--- src/rtl/memory_reader.sv ---
// memory_reader: fetches a frame from memory one AXI read burst per line and
// replays it as an AXI-Stream pixel stream with start-of-frame and end-of-line
// flags generated from output-side counters.
module memory_reader #(
  parameter int DATA_WIDTH = 32,
  parameter int ADDR_WIDTH = 32,
  parameter int ID_WIDTH   = 4,
  parameter int FIFO_DEPTH = 16
) (
  input  logic                  clk,
  input  logic                  rst_n,
  input  logic                  frame_ready,
  input  logic [ADDR_WIDTH-1:0] base_addr_in,
  input  logic [15:0]           frame_height,
  input  logic [15:0]           frame_width,
  output logic [ID_WIDTH-1:0]   arid,
  output logic [ADDR_WIDTH-1:0] araddr,
  output logic [7:0]            arlen,
  output logic [2:0]            arsize,
  output logic [1:0]            arburst,
  output logic                  arvalid,
  input  logic                  arready,
  input  logic [ID_WIDTH-1:0]   rid,
  input  logic [DATA_WIDTH-1:0] rdata,
  input  logic [1:0]            rresp,
  input  logic                  rlast,
  input  logic                  rvalid,
  output logic                  rready,
  output logic [DATA_WIDTH-1:0] m_axis_tdata,
  output logic                  m_axis_tvalid,
  input  logic                  m_axis_tready,
  output logic                  m_axis_tlast,
  output logic                  m_axis_tuser,
  output logic                  busy,
  output logic                  frame_done,
  output logic                  rd_error
);

  localparam int PTR_W = $clog2(FIFO_DEPTH);

  typedef enum logic [1:0] {ST_IDLE, ST_ADDR, ST_DATA, ST_DONE} state_t;

  state_t                state_q, state_d;
  logic [15:0]           width_q, width_d;
  logic [15:0]           height_q, height_d;
  logic [15:0]           beat_cnt_q, beat_cnt_d;
  logic [15:0]           line_cnt_q, line_cnt_d;
  logic [15:0]           out_col_q, out_col_d;
  logic [15:0]           out_line_q, out_line_d;
  logic [ADDR_WIDTH-1:0] araddr_q, araddr_d;
  logic [7:0]            arlen_q, arlen_d;
  logic                  rd_error_q, rd_error_d;
  logic                  frame_done_q, frame_done_d;
  logic [PTR_W-1:0]      wr_ptr_q, wr_ptr_d;
  logic [PTR_W-1:0]      rd_ptr_q, rd_ptr_d;
  logic [PTR_W:0]        count_q, count_d;
  logic [DATA_WIDTH-1:0] fifo_mem [FIFO_DEPTH];

  logic beat_acc, last_beat, pix_acc, last_col, last_pix, fifo_full, fifo_empty;
  logic unused_rid;

  assign unused_rid = ^rid;

  assign fifo_full     = (count_q == (PTR_W+1)'(FIFO_DEPTH));
  assign fifo_empty    = (count_q == '0);
  assign rready        = (state_q == ST_DATA) && !fifo_full;
  assign beat_acc      = rvalid && rready;
  assign last_beat     = (beat_cnt_q == width_q - 16'd1);
  assign m_axis_tvalid = !fifo_empty;
  assign pix_acc       = m_axis_tvalid && m_axis_tready;
  assign last_col      = (out_col_q == width_q - 16'd1);
  assign last_pix      = last_col && (out_line_q == height_q - 16'd1);

  assign arid         = '0;
  assign arsize       = 3'b010;
  assign arburst      = 2'b01;
  assign arvalid      = (state_q == ST_ADDR);
  assign araddr       = araddr_q;
  assign arlen        = arlen_q;
  assign busy         = (state_q != ST_IDLE);
  assign frame_done   = frame_done_q;
  assign rd_error     = rd_error_q;
  // Data is forced to zero while empty so the stream reads 0 out of reset.
  assign m_axis_tdata = fifo_empty ? '0 : fifo_mem[rd_ptr_q];
  assign m_axis_tuser = m_axis_tvalid && (out_col_q == 16'd0) && (out_line_q == 16'd0);
  assign m_axis_tlast = m_axis_tvalid && last_col;

  // Read FSM: frame capture, one burst per line, beat counting, error tracking.
  always_comb begin
    // NOTE: every variable gets a default first so no path leaves it unassigned (no latch).
    state_d    = state_q;
    width_d    = width_q;
    height_d   = height_q;
    beat_cnt_d = beat_cnt_q;
    line_cnt_d = line_cnt_q;
    araddr_d   = araddr_q;
    arlen_d    = arlen_q;
    rd_error_d = rd_error_q;
    unique case (state_q)
      ST_IDLE: begin
        if (frame_ready) begin
          width_d    = frame_width;
          height_d   = frame_height;
          araddr_d   = base_addr_in;
          arlen_d    = 8'(frame_width - 16'd1);
          beat_cnt_d = '0;
          line_cnt_d = '0;
          rd_error_d = 1'b0;
          state_d    = ST_ADDR;
        end
      end
      ST_ADDR: begin
        if (arready) state_d = ST_DATA;
      end
      ST_DATA: begin
        if (beat_acc) begin
          // The internal count defines the line end; rlast is only cross-checked.
          if ((rresp != 2'b00) || (rlast != last_beat)) rd_error_d = 1'b1;
          if (last_beat) begin
            beat_cnt_d = '0;
            if (line_cnt_q == height_q - 16'd1) begin
              state_d = ST_DONE;
            end else begin
              line_cnt_d = line_cnt_q + 16'd1;
              araddr_d   = araddr_q + (ADDR_WIDTH'(width_q) << 2);
              state_d    = ST_ADDR;
            end
          end else begin
            beat_cnt_d = beat_cnt_q + 16'd1;
          end
        end
      end
      ST_DONE: begin
        if (pix_acc && last_pix) state_d = ST_IDLE;
      end
      default: state_d = ST_IDLE;
    endcase
  end

  // Output side: FIFO pointers and the column/line counters behind tuser/tlast.
  always_comb begin
    wr_ptr_d     = wr_ptr_q;
    rd_ptr_d     = rd_ptr_q;
    out_col_d    = out_col_q;
    out_line_d   = out_line_q;
    frame_done_d = 1'b0;
    if (beat_acc) wr_ptr_d = wr_ptr_q + PTR_W'(1);
    if (pix_acc) begin
      rd_ptr_d = rd_ptr_q + PTR_W'(1);
      if (last_col) begin
        out_col_d = '0;
        if (last_pix) begin
          out_line_d   = '0;
          frame_done_d = 1'b1;
        end else begin
          out_line_d = out_line_q + 16'd1;
        end
      end else begin
        out_col_d = out_col_q + 16'd1;
      end
    end
    count_d = count_q + (PTR_W+1)'(beat_acc) - (PTR_W+1)'(pix_acc);
  end

  // State and control registers.
  always_ff @(posedge clk or negedge rst_n) begin
    if (!rst_n) begin
      state_q      <= ST_IDLE;
      width_q      <= '0;
      height_q     <= '0;
      beat_cnt_q   <= '0;
      line_cnt_q   <= '0;
      out_col_q    <= '0;
      out_line_q   <= '0;
      araddr_q     <= '0;
      arlen_q      <= '0;
      rd_error_q   <= 1'b0;
      frame_done_q <= 1'b0;
      wr_ptr_q     <= '0;
      rd_ptr_q     <= '0;
      count_q      <= '0;
    end else begin
      // NOTE: non-blocking assignments so every flop samples pre-edge values.
      state_q      <= state_d;
      width_q      <= width_d;
      height_q     <= height_d;
      beat_cnt_q   <= beat_cnt_d;
      line_cnt_q   <= line_cnt_d;
      out_col_q    <= out_col_d;
      out_line_q   <= out_line_d;
      araddr_q     <= araddr_d;
      arlen_q      <= arlen_d;
      rd_error_q   <= rd_error_d;
      frame_done_q <= frame_done_d;
      wr_ptr_q     <= wr_ptr_d;
      rd_ptr_q     <= rd_ptr_d;
      count_q      <= count_d;
    end
  end

  // FIFO storage write port.
  always_ff @(posedge clk) begin
    // NOTE: the storage array is not reset; emptiness is tracked by count_q alone.
    if (beat_acc) fifo_mem[wr_ptr_q] <= rdata;
  end

endmodule

--- config.mk ---
export PLATFORM = sky130hd
export DESIGN_NAME = memory_reader
export DESIGN_NICKNAME = d
export VERILOG_FILES = /design/src/rtl/memory_reader.sv
export SDC_FILE = /design/constraint.sdc
export NUM_CORES = 1
export LEC_CHECK = 0
export ABC_CLOCK_PERIOD_IN_PS = 6600
export BUFFER_PORTS_ARGS = -buffer_cell sky130_fd_sc_hd__buf_2
export CAP_MARGIN = 10
export CORE_AREA = 4 4 267 334
export DETAILED_ROUTE_END_ITERATION = 16
export DIE_AREA = 0 0 271 338
export GPL_TIMING_DRIVEN = 1
export SYNTH_ARGS = -nofsm -noshare
export SYNTH_HDL_FRONTEND = slang
export SYNTH_SLANG_ARGS = --single-unit
--- constraint.sdc ---
create_clock -name clk -period 6.6 [get_ports clk]
set_input_delay 0.33 -clock clk [delete_from_list [all_inputs] [get_ports clk]]
set_output_delay 0.33 -clock clk [all_outputs]
set_load 0.1 [all_outputs]
==> results of run 1 <==
==> cell families after synthesis <==
family                     count (synthesis)  synth area share
DFF                                      665            0.6426
and+or+nand+nor                          581           0.09772
AOI/OAI and AO/OA                        244           0.05234
muxes                                    168            0.1233
buffers and inverters                    167           0.02370
xor gates and xnor gates                 138           0.04375
adders and majority gates                 38           0.01641
other                                      2         0.0002513
==> metrics by stage <==
stage	cells	power [mW]	utilization	instance area, sq um	worst slack (ns)
2_1_floorplan	2010	11.42	-	29910	0.9716
3_3_place_gp	3264	12.92	0.3749	32140	2.133
3_5_place_dp	3264	13.00	0.3749	32140	1.978
4_1_cts	3436	17.12	0.4082	34990	1.982
5_1_grt	3436	17.74	0.4082	34990	1.707
6_report	3439	16.90	0.4083	35000	2.000
==> sequential cells by signal, summed over array words and instances (netlist names) <==
signal and flops:
frame_done 1, line_cnt_q 16, rd_ptr_q 4, height_q 16
fifo_mem 512, arlen 8, araddr 32, wr_ptr_q 4
out_col_q 16, width_q 16, count_q 5, beat_cnt_q 16
out_line_q 16, state_q 2, rd_error 1
==> where the power goes <==
group / leakage [nW] / total (mW) / internal, mW / switching [mW]
registers: 6.57 / 5.72 / 5.04 / 0.678
clock network: 1.16 / 4.04 / 2.42 / 1.62
logic: 4.68 / 7.14 / 2.35 / 4.79
==> final cells by class <==
class / instances / area, sq um
Antenna cell: 3 / 7.507
Clock buffer: 86 / 1864
Clock inverter: 38 / 513.0
Fill cell: 7828 / 50730
Inverter: 46 / 172.7
Multi-Input combinational cell: 1178 / 10120
Sequential cell: 665 / 19210
Tap cell: 1159 / 1450
Timing Repair Buffer: 264 / 1660
==> critical path, cell delays in order (launching register included) <==
cell      delay (ns)
dfrtp_1         0.50
inv_1           0.12
ha_1            0.22
nor3b_4         0.47
a21oi_1         0.14
or4_4           0.59
nor4_2          0.35
nand4_1         0.16
nor4_2          0.26
buf_4           0.22
o21ai_4         0.26
buf_4           0.37
nor4_1          0.56
a221oi_1        0.18
==> worst paths after layout <==
path / startpoint / cells after the start / slack [ns] / end
worst min-delay path: base_addr_in[12] / 3 / 0.04 / araddr[12]
min in group asynchronous: rst_n / 2 / 0.38 / araddr[1]
worst min register to register: araddr[1] / 2 / 0.48 / araddr[1]
worst max-delay path: width_q[0] / 13 / 2.00 / araddr[26]
max in group asynchronous: rst_n / 3 / 4.76 / rd_ptr_q[1]
worst max register to register: width_q[0] / 13 / 2.00 / araddr[26]
==> per-layer routing <==
metal,part of all wire,up-vias
li1,-,8073
met2,0.52,550
met1,0.40,9029
met4,0.027,6
met5,0.00047,-
met3,0.060,129
==> cells in the final DEF, fill, tap and decap left out, types with 31 or more instances in the layout <==
cell,n
dfrtp_1,149
o21ai_0,70
nor3_1,44
and2_1,36
xnor2_1,88
edfxtp_1,512
ha_1,36
dlygate4sd3_1,48
a21oi_1,62
nand2_1,189
buf_2,183
clkbuf_16,72
nor2_1,112
inv_1,46
mux4_2,160
nand3_1,43
xor2_1,43
buf_4,31
==> flow_summary.ini, run 1 <==
[yosys]
synthMostInstantiatedCell = edfxtp_1
yosysSeqAreaShare = 0.6426
synth_area_sq_mm = 0.02988
syn_avg_cell_area_sq_um = 14.92
synthTopCellsByCount = edfxtp_1 (512), nand2_1 (189), mux4_2 (160), dfrtp_1 (153), nor2_1 (124)
synthCells = 2003
ys_ff_latch = 665
synthFlopType = edfxtp_1
synth_top_area_share = 0.5145
yosys-top-cells-area = edfxtp_1 (51%), dfrtp_1 (13%), mux4_2 (12%)
synth_warnings = 0
ys_async_sr_fraction = 0.2301
synth_cell_types = 77
yosysTopAreaCell = edfxtp_1
synth_edf_count = 512

[drt]
via_per_inst = 5.172
vias = 17790
wl_um = 72560
drt_iter0_markers = 1320
first_pass_iters = 5
routedWlPerCell_um = 21.10
drc = 0
ant_nets = 0

[sta]
report.final.slew_viol_count = 0
fin_crit_sh = 0.6970
slew_headroom = 0.2768
hold_violations = 0
rsz0062_at_grt = false
setup_tns_ns = 0
skew_ns = 0.01575
whs_ns = 0.04350
tightest_slew_ns = 1.085
min_period_ns = 4.600
report.final.setup_viol = 0
fmax_mhz = 217.4

[floorplan]
core-area_sq_mm = 0.08573
die_w_um = 271
die_h_um = 338
ioPinCount = 198
dieArea_sq_mm = 0.09160
rows = 120
initial_core_util = 0.3486

[clocking]
htreeDepth = 3
clockBufferDepth = 3
root_buffer = clkbuf_16
cts_tree = yes
post-cts-setup-buffers = 0
ctsResizeCount = 0
cts_sinks = 665
clk_pin_slew_ns = 0.06
clk_latency_ns = 0.60
cts_hold_buf = 48
cts_buffers = 70

[global_routing]
grt_antenna_before_repair = 6
gr-usage-met2 = 0.2826
overflow = 0
grt_use_met3 = 0.03094
grt.total_usage = 0.1569
globalRoute.busiestLayer = met2
use_met1 = 0.1913
grt_pass1_wl_um = 111200
grt_max_degree = 93
grt_pass1_vias = 18620

[power_and_ir_drop]
vdd_drop_max_mv = 0.4569
p_leak_nw = 12.42
pwr_density_cell_mw_per_mm2 = 482.8

[placed_design]
io_buffers = 184
hpwl_um = 44340
place.gp.congestion = 0.8943

[worst_setup_path]
worstSetupEndpointType = flip-flop
start_kind = flip-flop
cp_max_fo = 45
path_class = reg2reg
cp.arrival_ns = 5.05
worstPathRequired_ns = 7.05

[cells_and_area]
drive_gt1_frac = 0.2328
area_delta_synth_final_pct = 17.12
layout.nets = 2372

[job]
cap_violations = 0

[outcome]
status = completed

[worst_hold_path]
hp-class = in2reg
Note: power is estimated with default switching activity, not from simulation.
==> run 2, diff against run 1 <==
--- a/config.mk
+++ b/config.mk
@@ -5,7 +5,7 @@
 export SDC_FILE = /design/constraint.sdc
 export NUM_CORES = 1
 export LEC_CHECK = 0
-export ABC_CLOCK_PERIOD_IN_PS = 6600
+export ABC_CLOCK_PERIOD_IN_PS = 4230
 export BUFFER_PORTS_ARGS = -buffer_cell sky130_fd_sc_hd__buf_2
 export CAP_MARGIN = 10
 export CORE_AREA = 4 4 267 334
==> constraint.sdc (replaced) <==
create_clock -name clk -period 4.23 [get_ports clk]
set_input_delay 0.2115 -clock clk [delete_from_list [all_inputs] [get_ports clk]]
set_output_delay 0.2115 -clock clk [all_outputs]
set_load 0.1 [all_outputs]
==> flow_summary.ini, run 2 (same netlist as run 1, synthesis figures left out) <==
[outcome]
status = completed

[cells_and_area]
layout.nets = 2453
largest_register_ffs = 512
regArea_sq_mm = 0.01921
mostFrequentLayoutCells = edfxtp_1 (512), nand2_1 (189), buf_2 (182)
area_delta_synth_final_pct = 20.59
drive_gt1_frac = 0.2412
final_common_cell = edfxtp_1
n_fill_cell = 7616
multi_input_area_sq_mm = 0.01017
regMostFlops = fifo_mem
finalCoreUtilization = 0.4203

[global_routing]
grt_antenna_before_repair = 3
grt.total_usage = 0.1617
grt_pass1_vias = 19140
grt_max_degree = 113
grt_pass1_wl_um = 114400
overflow = 0

[worst_hold_path]
min_from = base_addr_in[19]
whs_path_depth = 4
hp-class = in2reg
whs_endpoint = araddr[19]

[sta]
slew_headroom = 0.2568
rsz0062_at_grt = false
tightest_slew_ns = 1.115
min_period_ns = 4.017
skew_ns = 0.02721
setup_tns_ns = 0
report.final.slew_viol_count = 0
fmax_mhz = 248.9
report.final.setup_viol = 0
whs_ns = 0.04247
hold_violations = 0
fin_crit_sh = 0.9497

[worst_setup_path]
start_kind = flip-flop
reg2reg_slack_ns = 0.21
cp.arrival_ns = 4.54
cp_max_fo = 27
reg2reg_depth = 14
worstPathRequired_ns = 4.75
reg2reg_to = line_cnt_q[4]
path_class = reg2reg
worstSetupEndpointType = flip-flop
r2r-start = width_q[1]

[placed_design]
place.gp.congestion = 0.8764
io_buffers = 184
hpwl_um = 46730

[floorplan]
dieArea_sq_mm = 0.09160
die_h_um = 338
initial_core_util = 0.3486
die_w_um = 271
core-area_sq_mm = 0.08573
rows = 120
ioPinCount = 198

[drt]
drt_iter0_markers = 1255
first_pass_iters = 7
vias = 18260
ant_nets = 0
drc = 0
wl_um = 74670
via_per_inst = 5.187
routedWlPerCell_um = 21.21

[power_and_ir_drop]
pwr_density_cell_mw_per_mm2 = 744.9
vdd_drop_max_mv = 1.086
p_leak_nw = 12.84

[clocking]
cts_buffers = 69
htreeDepth = 3
clockBufferDepth = 3
cts_sinks = 665
cts_tree = yes
clk_pin_slew_ns = 0.06
root_buffer = clkbuf_16
clk_latency_ns = 0.61

[job]
cap_violations = 0
==> run 2: cell types whose count changed in the layout (fill, tap and decap cells not counted), sizes merged <==
cell	change
bufinv	+1
dlygate4sd3	+48
clkinv	-6
clkinvlp	+3
clkbuf	-1
inv	+3
diode	-1
buf	+34
==> run 2: power by group <==
part | internal, mW | total, mW | switching [mW]
logic | 3.88 | 11.6 | 7.71
clock network | 3.79 | 6.42 | 2.64
registers | 7.86 | 8.83 | 0.966
total | 15.5 | 26.8 | 11.3
==> run 2: cell type report <==
class | count | share of cell area
flip-flops and latches | 665 | 0.5332
multi-input cells | 1178 | 0.2823
repair buffers | 346 | 0.07267
clock buffers | 85 | 0.05041
well taps | 1159 | 0.04024
clock inverters | 39 | 0.01632
inverters | 46 | 0.004791
diodes | 2 | 0.0001389
==> run 2: per-layer routing <==
metal	routed length, um	vias up	part of all wire	global-route usage
met3	4407	151	0.059	0.03079
li1	-	8222	-	-
met2	38830	553	0.52	0.2950
met4	2466	2	0.033	0.05730
met1	28960	9331	0.39	0.1913
met5	7	-	0.000094	0
==> run 2: how the worst max path moves through the flow <==
stage               startpoint        endpoint  slack, ns  cells after the start
floorplan           state_q[1]  fifo_mem[7][0]       0.08                      8
global placement    width_q[1]      araddr[28]       0.32                     12
detailed placement  width_q[1]      araddr[28]       0.19                     12
CTS                 width_q[1]    m_axis_tlast       0.02                     10
global route        width_q[1]      araddr[30]       0.02                     14
finish              width_q[1]   line_cnt_q[4]       0.21                     14
==> run 2: worst max-delay path, stage by stage (launching register included) <==
cell,delay (ns)
dfrtp_1,0.46
inv_1,0.15
ha_1,0.22
nor3b_4,0.37
buf_4,0.19
a21oi_1,0.06
or4_4,0.57
nor4_2,0.37
nand4_1,0.16
nor4_2,0.23
buf_4,0.21
o21ai_4,0.19
buf_4,0.24
or3_1,0.34
a21oi_1,0.16
==> run 2: timing repair <==
action                     4_1_cts  5_1_grt
hold buffers                    96        0
pin swaps                        0        3
gates cloned                     0        0
buffers inserted                 0        5
setup endpoints to repair        1        4
gates resized for setup          1        6
hold endpoints to repair       693        0
==> run 2: per-stage QoR <==
stage	setup WS (ns)	instance area [sq um]	cells	power, mW
3_3_place_gp	0.3216	32600	3293	20.39
6_report	0.2129	36040	3520	26.84
2_1_floorplan	0.08096	29940	2010	17.84
3_5_place_dp	0.1854	32600	3293	20.54
4_1_cts	0.01947	35970	3513	27.10
5_1_grt	0.01794	36040	3520	28.11
